<file path="src/rtl/counter_updown_mod.sv">
// counter_updown_mod: parametrised up/down modulo counter (0..MAX) with an
// enable prescaler, synchronous clear and load, and wrap or saturate at the
// bounds. tc is combinational from count/up; wrap is a registered pulse that
// coincides with the post-wrap count.
module counter_updown_mod #(
    parameter int unsigned WIDTH    = 8,
    parameter int unsigned MAX      = 2**WIDTH - 1,
    parameter bit          SATURATE = 1'b0,
    parameter int          PRESCALE = 1
) (
    input  logic             clk,
    input  logic             rst_n,
    input  logic             clr,
    input  logic             en,
    input  logic             up,
    input  logic             load,
    input  logic [WIDTH-1:0] load_val,
    output logic [WIDTH-1:0] count,
    output logic             tc,
    output logic             wrap
);

    // Highest legal count for this width, computed wide so WIDTH=32 does not overflow.
    localparam longint unsigned RANGE_TOP = (64'd1 << WIDTH) - 64'd1;
    localparam logic [WIDTH-1:0] MAX_V    = WIDTH'(MAX);
    localparam int PW                     = (PRESCALE > 1) ? $clog2(PRESCALE) : 1;

    // Elaboration-time parameter legality checks.
    generate
        if (WIDTH < 1 || WIDTH > 32) begin : g_bad_width
            $error("counter_updown_mod: WIDTH must be in 1..32");
        end
        if (MAX < 1 || 64'(MAX) > RANGE_TOP) begin : g_bad_max
            $error("counter_updown_mod: MAX must be in 1..2**WIDTH-1");
        end
        if (PRESCALE < 1) begin : g_bad_prescale
            $error("counter_updown_mod: PRESCALE must be >= 1");
        end
    endgenerate

    logic             step;
    logic [WIDTH-1:0] load_clamped;

    // A load above MAX is clamped so no path can leave count outside 0..MAX.
    assign load_clamped = (load_val > MAX_V) ? MAX_V : load_val;

    generate
        if (PRESCALE == 1) begin : g_no_presc
            assign step = en;
        end else begin : g_presc
            localparam logic [PW-1:0] PRESC_LAST = PW'(PRESCALE - 1);
            logic [PW-1:0] presc;

            assign step = en && (presc == PRESC_LAST);

            // Prescaler phase: restart on clear/load, advance on enabled cycles, freeze when idle.
            always_ff @(posedge clk or negedge rst_n) begin
                if (!rst_n) begin
                    presc <= '0;
                end else if (clr || load) begin
                    presc <= '0;
                end else if (en) begin
                    presc <= step ? '0 : presc + PW'(1);
                end
            end
        end
    endgenerate

    // Count and wrap pulse with priority clr > load > step.
    always_ff @(posedge clk or negedge rst_n) begin
        if (!rst_n) begin
            count <= '0;
            wrap  <= 1'b0;
        end else begin
            // NOTE: non-blocking everywhere in clocked logic; this early default is overridden only by a wrapping step below.
            wrap <= 1'b0;
            if (clr) begin
                count <= '0;
            end else if (load) begin
                count <= load_clamped;
            end else if (step) begin
                if (up) begin
                    if (count != MAX_V) begin
                        count <= count + WIDTH'(1);
                    end else if (!SATURATE) begin
                        count <= '0;
                        wrap  <= 1'b1;
                    end
                end else begin
                    if (count != '0) begin
                        count <= count - WIDTH'(1);
                    end else if (!SATURATE) begin
                        count <= MAX_V;
                        wrap  <= 1'b1;
                    end
                end
            end
        end
    end

    // Terminal count follows up with no register delay.
    assign tc = up ? (count == MAX_V) : (count == '0);

endmodule
</file>
<file path="config.mk">
export PLATFORM = sky130hd
export DESIGN_NAME = counter_updown_mod
export DESIGN_NICKNAME = d
export VERILOG_FILES = /design/src/rtl/counter_updown_mod.sv
export SDC_FILE = /design/constraint.sdc
export NUM_CORES = 1
export LEC_CHECK = 0
export CELL_PAD_IN_SITES_DETAIL_PLACEMENT = 2
export CELL_PAD_IN_SITES_GLOBAL_PLACEMENT = 2
export CORE_AREA = 2 2 59 61
export DETAILED_ROUTE_END_ITERATION = 12
export DIE_AREA = 0 0 61 63
export GPL_ROUTABILITY_DRIVEN = 0
export GPL_TIMING_DRIVEN = 0
export PLACE_DENSITY = 0.79
export SKIP_CTS_REPAIR_TIMING = 1
export SLEW_MARGIN = 20
export SYNTH_ARGS = -nofsm -noshare
export SYNTH_HDL_FRONTEND = slang
export SYNTH_SLANG_ARGS = --single-unit
export TNS_END_PERCENT = 10
</file>
<file path="constraint.sdc">
create_clock -name clk -period 4 [get_ports clk]
set_input_delay 0.8 -clock clk [delete_from_list [all_inputs] [get_ports clk]]
set_output_delay 0.8 -clock clk [all_outputs]
set_load 0.03 [all_outputs]
</file>
* Word-level counts from Yosys, hierarchy flattened
Cells that the tools add are included.
W data, S select, Z words.
** Storage, ports and cells
- Bits in latches :: 0
- Memory bits (writable) :: 0
- Flip-flop bits (word level) :: 9
- Memories :: 0
- Logic and storage cells :: 24
- Output and inout port bits :: 10
- Memory bits (read-only) :: 0
** Operators by class
- Reductions and logical operators :: 3
- Multipliers :: 0
- $add $sub $neg :: 2
- Shift-type cells :: 0
- Equal/unequal tests :: 2
- Bitwise operators :: 0
- Order comparisons :: 1
- Div/mod/pow operators :: 0
- Multiplexer cells :: 14
** Operators by type and width (count)
- $mux W8 :: 7
- $add A8 B1 Y8 const B :: 1
- $eq A8 B8 Y1 const B :: 1
- $gt A8 B8 Y1 const B :: 1
- $logic_not A8 Y1 :: 1
- $ne A8 B8 Y1 const B :: 1
- $reduce_bool A8 Y1 :: 1
- $sub A8 B1 Y8 const B :: 1
- $mux W1 :: 7
- $reduce_bool A3 Y1 :: 1

* Depth between registers and ports, before layout
Gate-level depths: netlist of the first run.
- Depth in word-level cells :: 6
- Mapped depth :: 7
- Gate-level depth less buffers :: 6

* Worst setup path before layout of the first run
OpenSTA, ideal clock, no wires.
- Kind :: register to output
- From :: reg count[0]
- To :: out tc
- Arrival time :: 2055 ps
- Path buffers :: 1
- Cell stages (with the launch flop) :: 7
- Slack :: 1145 ps
- Data required time :: 3200 ps
- Cells stage by stage :: dfrtp_1 > clkbuf_1 > inv_1 > ha_1 > or3b_2 > or3_4 > nand2_1
** On the way
- Word-level cells in the longest chain between the ends :: 2
- Elaborated cells on any way between the ends :: 3
- Those cells by class :: eq/ne: 1; mux: 1; reduce/logical: 1
** RTL lines
- start: declaration :: RTL line 18 : output logic [WIDTH-1:0] count,
- start signal: assignment :: RTL line 80 : count <= load_clamped;
- start signal: assignment :: RTL line 84 : count <= count + WIDTH'(1);
- start signal: assignment :: RTL line 91 : count <= count - WIDTH'(1);
- $eq A8 B8 Y1 or $logic_not A8 Y1 (tied branches) :: RTL line 102 : assign tc = up ? (count == MAX_V) : (count == '0);
- $mux W1 (*) :: RTL line 102
- end: declaration :: RTL line 19 : output logic tc,
Every way passes the cells marked *; elsewhere a longest branch is shown, timed or not.

* Worst setup path in the final report of the first run
Ends and elaborated chain as after synthesis.

==> results.cfg, run 1 <==
[timing]
worst_pin_slew_ps = 516
worst_clock_skew_ps = 3.19
setup-violations-final = 0
rsz0062_at_grt = no
min_period_ps = 3720
fin_ws_ps = 276
max_freq_mhz = 269
fin_crit_sh_pct = 93.1
timing.final.max_slew_violations = 0
fin_tns_setup_ps = 0
hold_viol = 0
slew_headroom_pct = 65.5

[floorplanning]
die-width_um = 61
rows = 21
io_pins = 24
dieArea_um2 = 3840
core_um2 = 3230
initial_core_util_pct = 27.5
die_y_um = 63

[critical_path]
path_class = register to primary output
crit_required_ps = 3200
end_kind = primary output
critPathMaxFanout = 9
critPathArrivalTime_ps = 2920
critPathLaunchType = register

[logic_synthesis]
yosys.area.top_type = dfrtp_1
yosys.area_share.simple_pct = 26.4
syn_inst = 110
synth-edff-count = 0
ys_ff_latch = 9
async_reset_ff_share_pct = 100
synth_commonest_cells = dfrtp_1, a21oi_1, nand2_1, inv_1, nor2_1
syn_area_um2 = 890
syn_avg_cell_area_um2 = 8.09
synthMuxAreaShare_pct = 1.13
netlist.area_leader.share_pct = 25.3
yosys_warnings = 0
synth_ff_type = dfrtp_1
synth_top_family_by_area = compound AO/OA/AOI/OAI gates
synthAdderAreaFrac_pct = 4.22
ys_seq_area_share_pct = 25.3
synth.most_common_cell = dfrtp_1
synth_cell_types = 40
synth_compound_area_share_pct = 26.7
yosys-top-cells-area = dfrtp_1, buf_6, a21oi_1
synth-xor-area-share_pct = 5.91
syn-num-nets = 127

[clock_network]
clk_pin_slew_worst_paths_ps = 70
cts_buffer_depth = 2
numCtsBuffers = 3
insertion_delay_ps = 270
clock_sinks = 9
cts_tree = built
cts_htree_levels = 1
cts-root-buf = clkbuf_4

[finish]
antenna_cells = 0
final.fill_count = 392
area_delta_synth_final_pct = 33.1
fin_nets = 153
final_layout_size_suffix_gt1_share_pct = 11.9
fin_area_um2 = 1180

[min_path]
hold_path_class = register to register

[global_route]
gr-total-overflow = 0
antenna_found_initial = 0
grt.total_usage_pct = 18.4
grt_pass1_vias = 1016
grt_pass1_wl_mm = 5.22
grt_max_degree = 11

[placement]
pre_cts_ws_ps = 545
dpl-instance-area_um2 = 1160
numPortBuffers = 21
dp_hpwl_mm = 2.44

[drt]
first_pass_iters = 3
wl_mm = 3.21
postRouteAntennaNets = 0
viasPerCell = 5.16
wl_per_cell_um = 17.7
drt_drc_violations_left = 0
drt_iter0_drc = 14
via_count = 934

[flow_run]
drv_cap = 0

[power]
cellPowerDensity_nw_per_um2 = 272
cellLeakagePower_nw = 0.442
power_mw = 0.322
ir_drop_mv = 0.127

[outcome]
status = complete, no violations
## stage by stage
| stage | utilization, % | hold slack, ps | std cells |
|---|---|---|---|
| final | 36.6 | 711 | 181 |
| after global routing | 36.6 | 746 | 181 |
| after CTS | 36.6 | 701 | 181 |
| after detailed placement | 35.8 | 677 | 177 |
| after global placement | 35.8 | 662 | 177 |
| after floorplan | - | 504 | 110 |
## metal layers
| layer | GRT usage, % | routed length, µm |
|---|---|---|
| met3 | 3.93 | 112 |
| met5 | 0 | 0 |
| met4 | 2.45 | 10 |
| met1 | 23.4 | 1440 |
| met2 | 32.1 | 1650 |
## worst max-delay path, cell delays in order (launching register included)
cell and delay (ps):
dfrtp_1 400, clkbuf_1 230, inv_1 170, ha_1 180, or3b_2 520, or3_4 420
nand2_1 80, clkdlybuf4s50_1 660
## path summary, 6_finish.rpt
| path | start | endpoint | slack [ps] | cells after the start |
|---|---|---|---|---|
| worst min register to register | count[6] | count[6] | 710 | 2 |
| worst max-delay path | count[0] | tc | 280 | 7 |
| worst min-delay path | count[6] | count[6] | 710 | 2 |
| min in group asynchronous | rst_n | count[7] | 870 | 1 |
| max in group asynchronous | rst_n | wrap | 2790 | 1 |
| worst max register to register | count[0] | count[0] | 1770 | 6 |
## sequential cells by signal, summed over array words and instances (netlist names)
signal / flops
count: 8
wrap: 1
## power by group
group          leakage, nW  switching [mW]  internal [mW]  total (mW)
sequential           0.119         0.00948         0.0973       0.107
clock               0.0150          0.0385         0.0387      0.0771
combinational        0.308          0.0754         0.0629       0.138
## cell families after synthesis
group,count (synthesis)
AND/OR/NAND/NOR,41
AO/OA/AOI/OAI,34
buffers and inverters,16
flip-flops,9
XOR/XNOR,6
adder cells (fa/ha/maj),3
multiplexers,1
## area by class of cell
cell class                      count  area [µm²]  share of cell area, %
Buffer                             10        68.8                   5.81
Clock buffer                        4        26.3                   2.22
Inverter                            6        22.5                   1.90
Multi-Input combinational cell     85         573                   48.4
Sequential cell                     9         225                   19.0
Tap cell                           46        57.6                   4.86
Timing Repair Buffer               21         210                   17.8
## layout by cell type, fill, tap and decap left out, drive strengths merged, types with 5 or more instances in the layout
cell,Yosys,final
o21ai,5,5
dfrtp,9,9
buf,5,5
nand2,8,8
inv,6,6
clkbuf,5,9
nor2,6,6
clkdlybuf4s50,0,21
a21oi,8,8
Note: power is estimated with default switching activity, not from simulation.
==> run 2, diff against run 1 <==
Settings changed: ABC_AREA from default to 1, CORE_AREA 2 2 59 61 to 2 2 63 65, DIE_AREA 0 0 61 63 to 0 0 65 67, GPL_TIMING_DRIVEN 0 to default, PLACE_DENSITY 0.79 to 0.8.
==> run 2 against run 1 <==
  * Synthesized cell count up 42%
  * Power is 18% higher
  * Via count grew 15%
  * Sequential power up 16%
  * Cell count increased by 24%
  * Register-to-register slack improved by 600 ps
  * Sequential share of layout area decreased by 0.90 points
  * Non-clock buffer count decreased by 8
  * Cell area increased by 5.0%
  * Setup slack improved by 340 ps
  * Largest power group unchanged
  * Highest routed layer unchanged
==> results.cfg, run 2 <==
[outcome]
status = complete, no violations

[critical_path]
end_kind = primary output
cp.depth = 4
crit_slowest_cell = clkdlybuf4s50_1
rr_worst_depth = 9
crit_path_max_incr_delay_ps = 770
critPathMaxFanout = 11
path_common_cell = clkdlybuf4s50_1
critPathLaunchType = input port
crit_required_ps = 3200
critPathArrivalTime_ps = 2580
critPathTopFamily = buffers and inverters
path_buf_inv = 2
path_class = input port to primary output
crit_chain = clkdlybuf4s50_1, nor2_4, a21oi_2, clkdlybuf4s50_1

[floorplanning]
die-width_um = 65
dieArea_um2 = 4360
io_pins = 24
rows = 22
core_um2 = 3610
initial_core_util_pct = 26.6
die_y_um = 67

[logic_synthesis]
netlist.area_leader.share_pct = 23.5
synth-edff-count = 0
yosys_warnings = 0
synth_ff_type = dfrtp_1
yosys.area.top_type = dfrtp_1
syn-num-nets = 173
syn_inst = 156
synth_commonest_cells = nand2_1, nor2_1, inv_1, nand3_1
synth.most_common_cell = nand2_1
synth_cell_types = 24
async_reset_ff_share_pct = 100
syn_area_um2 = 958
yosys-top-cells-area = dfrtp_1, nand2_1, nor2_1
ys_ff_latch = 9
syn_avg_cell_area_um2 = 6.14
ys_seq_area_share_pct = 23.5

[clock_network]
cts_htree_levels = 1
insertion_delay_ps = 240
clk_pin_slew_worst_paths_ps = 40
clock_sinks = 9
cts_tree = built
cts-root-buf = clkbuf_8
cts_buffer_depth = 2
numCtsBuffers = 3

[flow_run]
drv_cap = 0

[global_route]
grt_pass1_wl_mm = 5.58
grt_max_degree = 15
antenna_found_initial = 0
grt_pass1_vias = 1189
grt.total_usage_pct = 17.0
gr-total-overflow = 0

[finish]
multi_input_area_um2 = 622
antenna_cells = 0
utilization_pct = 34.5
final_layout_size_suffix_gt1_share_pct = 10.2
most-common-layout-cells = nand2_1, clkdlybuf4s50_1, nor2_1
largest_reg_flops = 8
final.fill_count = 460
reg_top3 = count (8), wrap (1)
fin_nets = 195
top_register = count
area_delta_synth_final_pct = 29.6
final_common_cell = nand2_1
seq_area_um2 = 225
fin_area_um2 = 1240

[power]
cellLeakagePower_nw = 0.585
cellPowerDensity_nw_per_um2 = 307
ir_drop_mv = 0.191

[drt]
via_count = 1073
wl_per_cell_um = 14.1
drt_iter0_drc = 21
first_pass_iters = 4
drt_drc_violations_left = 0
wl_mm = 3.16
viasPerCell = 4.77
postRouteAntennaNets = 0

[timing]
rsz0062_at_grt = no
min_period_ps = 3380
max_freq_mhz = 296
hold_viol = 0
timing.final.max_slew_violations = 0
slew_headroom_pct = 66.1
worst_pin_slew_ps = 509
worst_clock_skew_ps = 3.03
fin_crit_sh_pct = 84.5
setup-violations-final = 0
fin_tns_setup_ps = 0

[min_path]
hold_path_class = register to register
hold_depth = 2

[placement]
dp_hpwl_mm = 2.60
numPortBuffers = 23
dpl-instance-area_um2 = 1200
-- run 2: logic make-up after synthesis --
kind of cell / share of synthesized area, %
AO/OA/AOI/OAI: 8.22
XOR/XNOR: 1.83
adder cells (fa/ha/maj): 3.92
buffers and inverters: 11.6
flip-flops: 23.5
AND/OR/NAND/NOR: 50.9
-- run 2: area by class of cell --
cell class / count / area share, %
sequential: 9 / 18.1
inverter: 16 / 4.83
tap: 48 / 4.83
multi-input combinational: 125 / 50.1
timing repair buffer: 23 / 18.5
clock buffer: 4 / 3.63
-- run 2: worst paths after layout --
| path | endpoint | slack [ps] | startpoint |
|---|---|---|---|
| min | count[0] | 590 | count[0] |
| max reg2reg | count[5] | 2370 | count[2] |
| max in group asynchronous | count[2] | 2850 | rst_n |
| max | tc | 620 | up |
| min in group asynchronous | count[4] | 860 | rst_n |
| min reg2reg | count[0] | 590 | count[0] |
-- run 2: tightest hold or removal path: cells and delay by family, from the launching register on --
kind,cells,cell delay [ps]
and+or+nand+nor,2,150
DFF,1,410
-- run 2: through the flow --
| stage | worst slack [ps] | hold slack (ps) | cells | total power [mW] |
|---|---|---|---|---|
| finish | 619 | 590 | 225 | 0.382 |
| global route | 499 | 651 | 225 | 0.413 |
| CTS | 608 | 596 | 225 | 0.387 |
| detailed placement | 589 | 585 | 221 | 0.278 |
| global placement | 667 | 576 | 221 | 0.271 |
| floorplan | 1740 | 504 | 156 | 0.223 |
-- run 2: power breakdown --
group | total [mW] | internal (mW) | leakage (nW) | switching [mW]
clock | 0.107 | 0.0696 | 0.0228 | 0.0375
combinational | 0.150 | 0.0612 | 0.446 | 0.0892
sequential | 0.124 | 0.0995 | 0.116 | 0.0247
total | 0.381 | 0.230 | 0.585 | 0.151
-- run 2: layer usage --
| layer | part of all wire (%) | wire [µm] | up-vias | GRT usage [%] |
|---|---|---|---|---|
| li1 | - | - | 525 | - |
| met1 | 45 | 1430 | 527 | 20.4 |
| met2 | 51 | 1610 | 17 | 31.4 |
| met3 | 2.1 | 66 | 4 | 1.52 |
| met4 | 1.8 | 58 | 0 | 6.12 |
| met5 | 0 | 0 | - | 0 |
==> run 3, diff against run 2 <==
Settings changed: CORE_AREA 2 2 63 65 to 2 2 70 72, DIE_AREA 0 0 65 67 to 0 0 72 74, PLACE_DENSITY 0.8 to 0.69.
Clock period 4 ns to 3 ns, I/O delays scaled along.
==> run 3 against run 2 <==
  * Hold slack worse by 5.6 ps
  * Wire length is 5.1% higher
  * First-iteration DRC count is 19% lower
  * Count of clock-buffer cells in the layout stayed put
  * Non-clock buffer count is 2 higher
  * Setup slack worse by 420 ps
  * Cell count is 3.6% higher
  * Sequential cell count stayed put
  * Sequential share of layout area is 0.32 points lower
  * Largest cell class unchanged
  * Largest power group unchanged
==> results.cfg, run 3 (synthesis results as in run 2) <==
[timing]
rsz0062_at_grt = no
holdWs_ps = 584
worst_clock_skew_ps = 5.10
min_period_ps = 2800
hold_viol = 0
max_freq_mhz = 357
fin_crit_sh_pct = 93.5
slew_headroom_pct = 66.4
setup-violations-final = 0
worst_pin_slew_ps = 504
fin_tns_setup_ps = 0
timing.final.max_slew_violations = 0

[drt]
first_pass_iters = 4
viasPerCell = 4.52
drt_iter0_drc = 17
wl_per_cell_um = 14.3
drt_drc_violations_left = 0
postRouteAntennaNets = 0
wl_mm = 3.33
via_count = 1054

[critical_path]
r2r_setup_slack_ps = 1270
path_class = register to primary output
path_common_cell = nor2_4
regToRegEndpoint = count[6]
crit_path_max_incr_delay_ps = 690
crit_end = tc
reg2reg_from = count[1]
crit_required_ps = 2400
critPathLaunchType = register
critPathMaxFanout = 7
end_kind = primary output
crit_slowest_cell = clkdlybuf4s50_1
rr_worst_depth = 10
startpoint = count[0]
crit_chain = inv_1, ha_1, nand3_2, nor2_4, nor2_4, a21oi_2, clkdlybuf4s50_1
critPathArrivalTime_ps = 2200

[global_route]
grt_pass1_wl_mm = 5.61
gr-total-overflow = 0
grt.total_usage_pct = 13.5
grt_pass1_vias = 1172
antenna_found_initial = 0
grt_max_degree = 15

[power]
combPwrFrac_pct = 40.4
seq_power_share_pct = 32.0
p_int_mw = 0.310
ir_drop_mv = 0.242
cellPowerDensity_nw_per_um2 = 404
p_clk_share_pct = 27.6
p_sw_mw = 0.201
cellLeakagePower_nw = 0.595
p_sw_share_pct = 39.3

[finish]
most-common-layout-cells = nand2_1, clkdlybuf4s50_1, nor2_1
final_common_cell = nand2_1
seq_area_um2 = 225
antenna_cells = 0
final.fill_count = 570
final_layout_size_suffix_gt1_share_pct = 11.2
top_register = count
fin_area_um2 = 1260
fin_nets = 197
multi_input_area_um2 = 622
reg_top3 = count (8), wrap (1)
largest_reg_flops = 8
area_delta_synth_final_pct = 32.0
utilization_pct = 27.5

[clock_network]
clock_sinks = 9
cts_buffer_depth = 2
cts_htree_levels = 1
numCtsBuffers = 3
insertion_delay_ps = 230
cts-root-buf = clkbuf_8
cts_tree = built
clk_pin_slew_worst_paths_ps = 50

[placement]
dp_hpwl_mm = 2.78
dpl-instance-area_um2 = 1220
numPortBuffers = 23

[flow_run]
drv_cap = 0

[floorplanning]
die-width_um = 72
rows = 25
core_um2 = 4600
initial_core_util_pct = 20.8
io_pins = 24
dieArea_um2 = 5330
die_y_um = 74

[outcome]
status = complete, no violations

[min_path]
hold_path_class = register to register
[run 3: layer usage]
metal | GRT usage [%] | part of all wire, %
met5 | 0 | 0
met4 | 3.14 | 0.63
met3 | 1.22 | 2.0
met2 | 25.5 | 51
met1 | 16.7 | 46
[run 3: worst min path at each step]
stage	depth (start not counted)	from	to	slack (ps)
finish	2	count[0]	count[0]	580
global route	2	count[0]	count[0]	630
CTS	2	count[0]	count[0]	600
detailed placement	2	count[0]	count[0]	580
global placement	2	count[0]	count[0]	560
floorplan	0	rst_n	count[0]	300
[run 3: power by group through the flow]
| stage | Combinational, mW | Sequential [mW] | Clock, mW |
|---|---|---|---|
| 2_1_floorplan | 0.129 | 0.168 | 0 |
| 3_3_place_gp | 0.203 | 0.165 | 0 |
| 3_5_place_dp | 0.209 | 0.167 | 0 |
| 4_1_cts | 0.211 | 0.165 | 0.146 |
| 5_1_grt | 0.233 | 0.168 | 0.155 |
| 6_report | 0.206 | 0.163 | 0.141 |
[run 3: worst max-delay path: cells and delay by family, from the launching register on]
kind,cells,cell delay (ps)
buffers and inverters,2,880
AO/OA/AOI/OAI,1,140
adder cells (fa/ha/maj),1,210
AND/OR/NAND/NOR,3,320
flip-flops,1,420
[run 3: through the flow]
step           worst slack (ps)  cells  power (mW)
2_1_floorplan               939    156       0.298
3_3_place_gp                280    229       0.368
3_5_place_dp                243    229       0.376
4_1_cts                     156    233       0.521
5_1_grt                    89.5    233       0.556
6_report                    195    233       0.510
[run 3: final cells by class]
type	count	area share [%]
multi-input combinational	125	49.2
tap	54	5.34
inverter	16	4.75
timing repair buffer	25	19.4
sequential	9	17.8
clock buffer	4	3.56
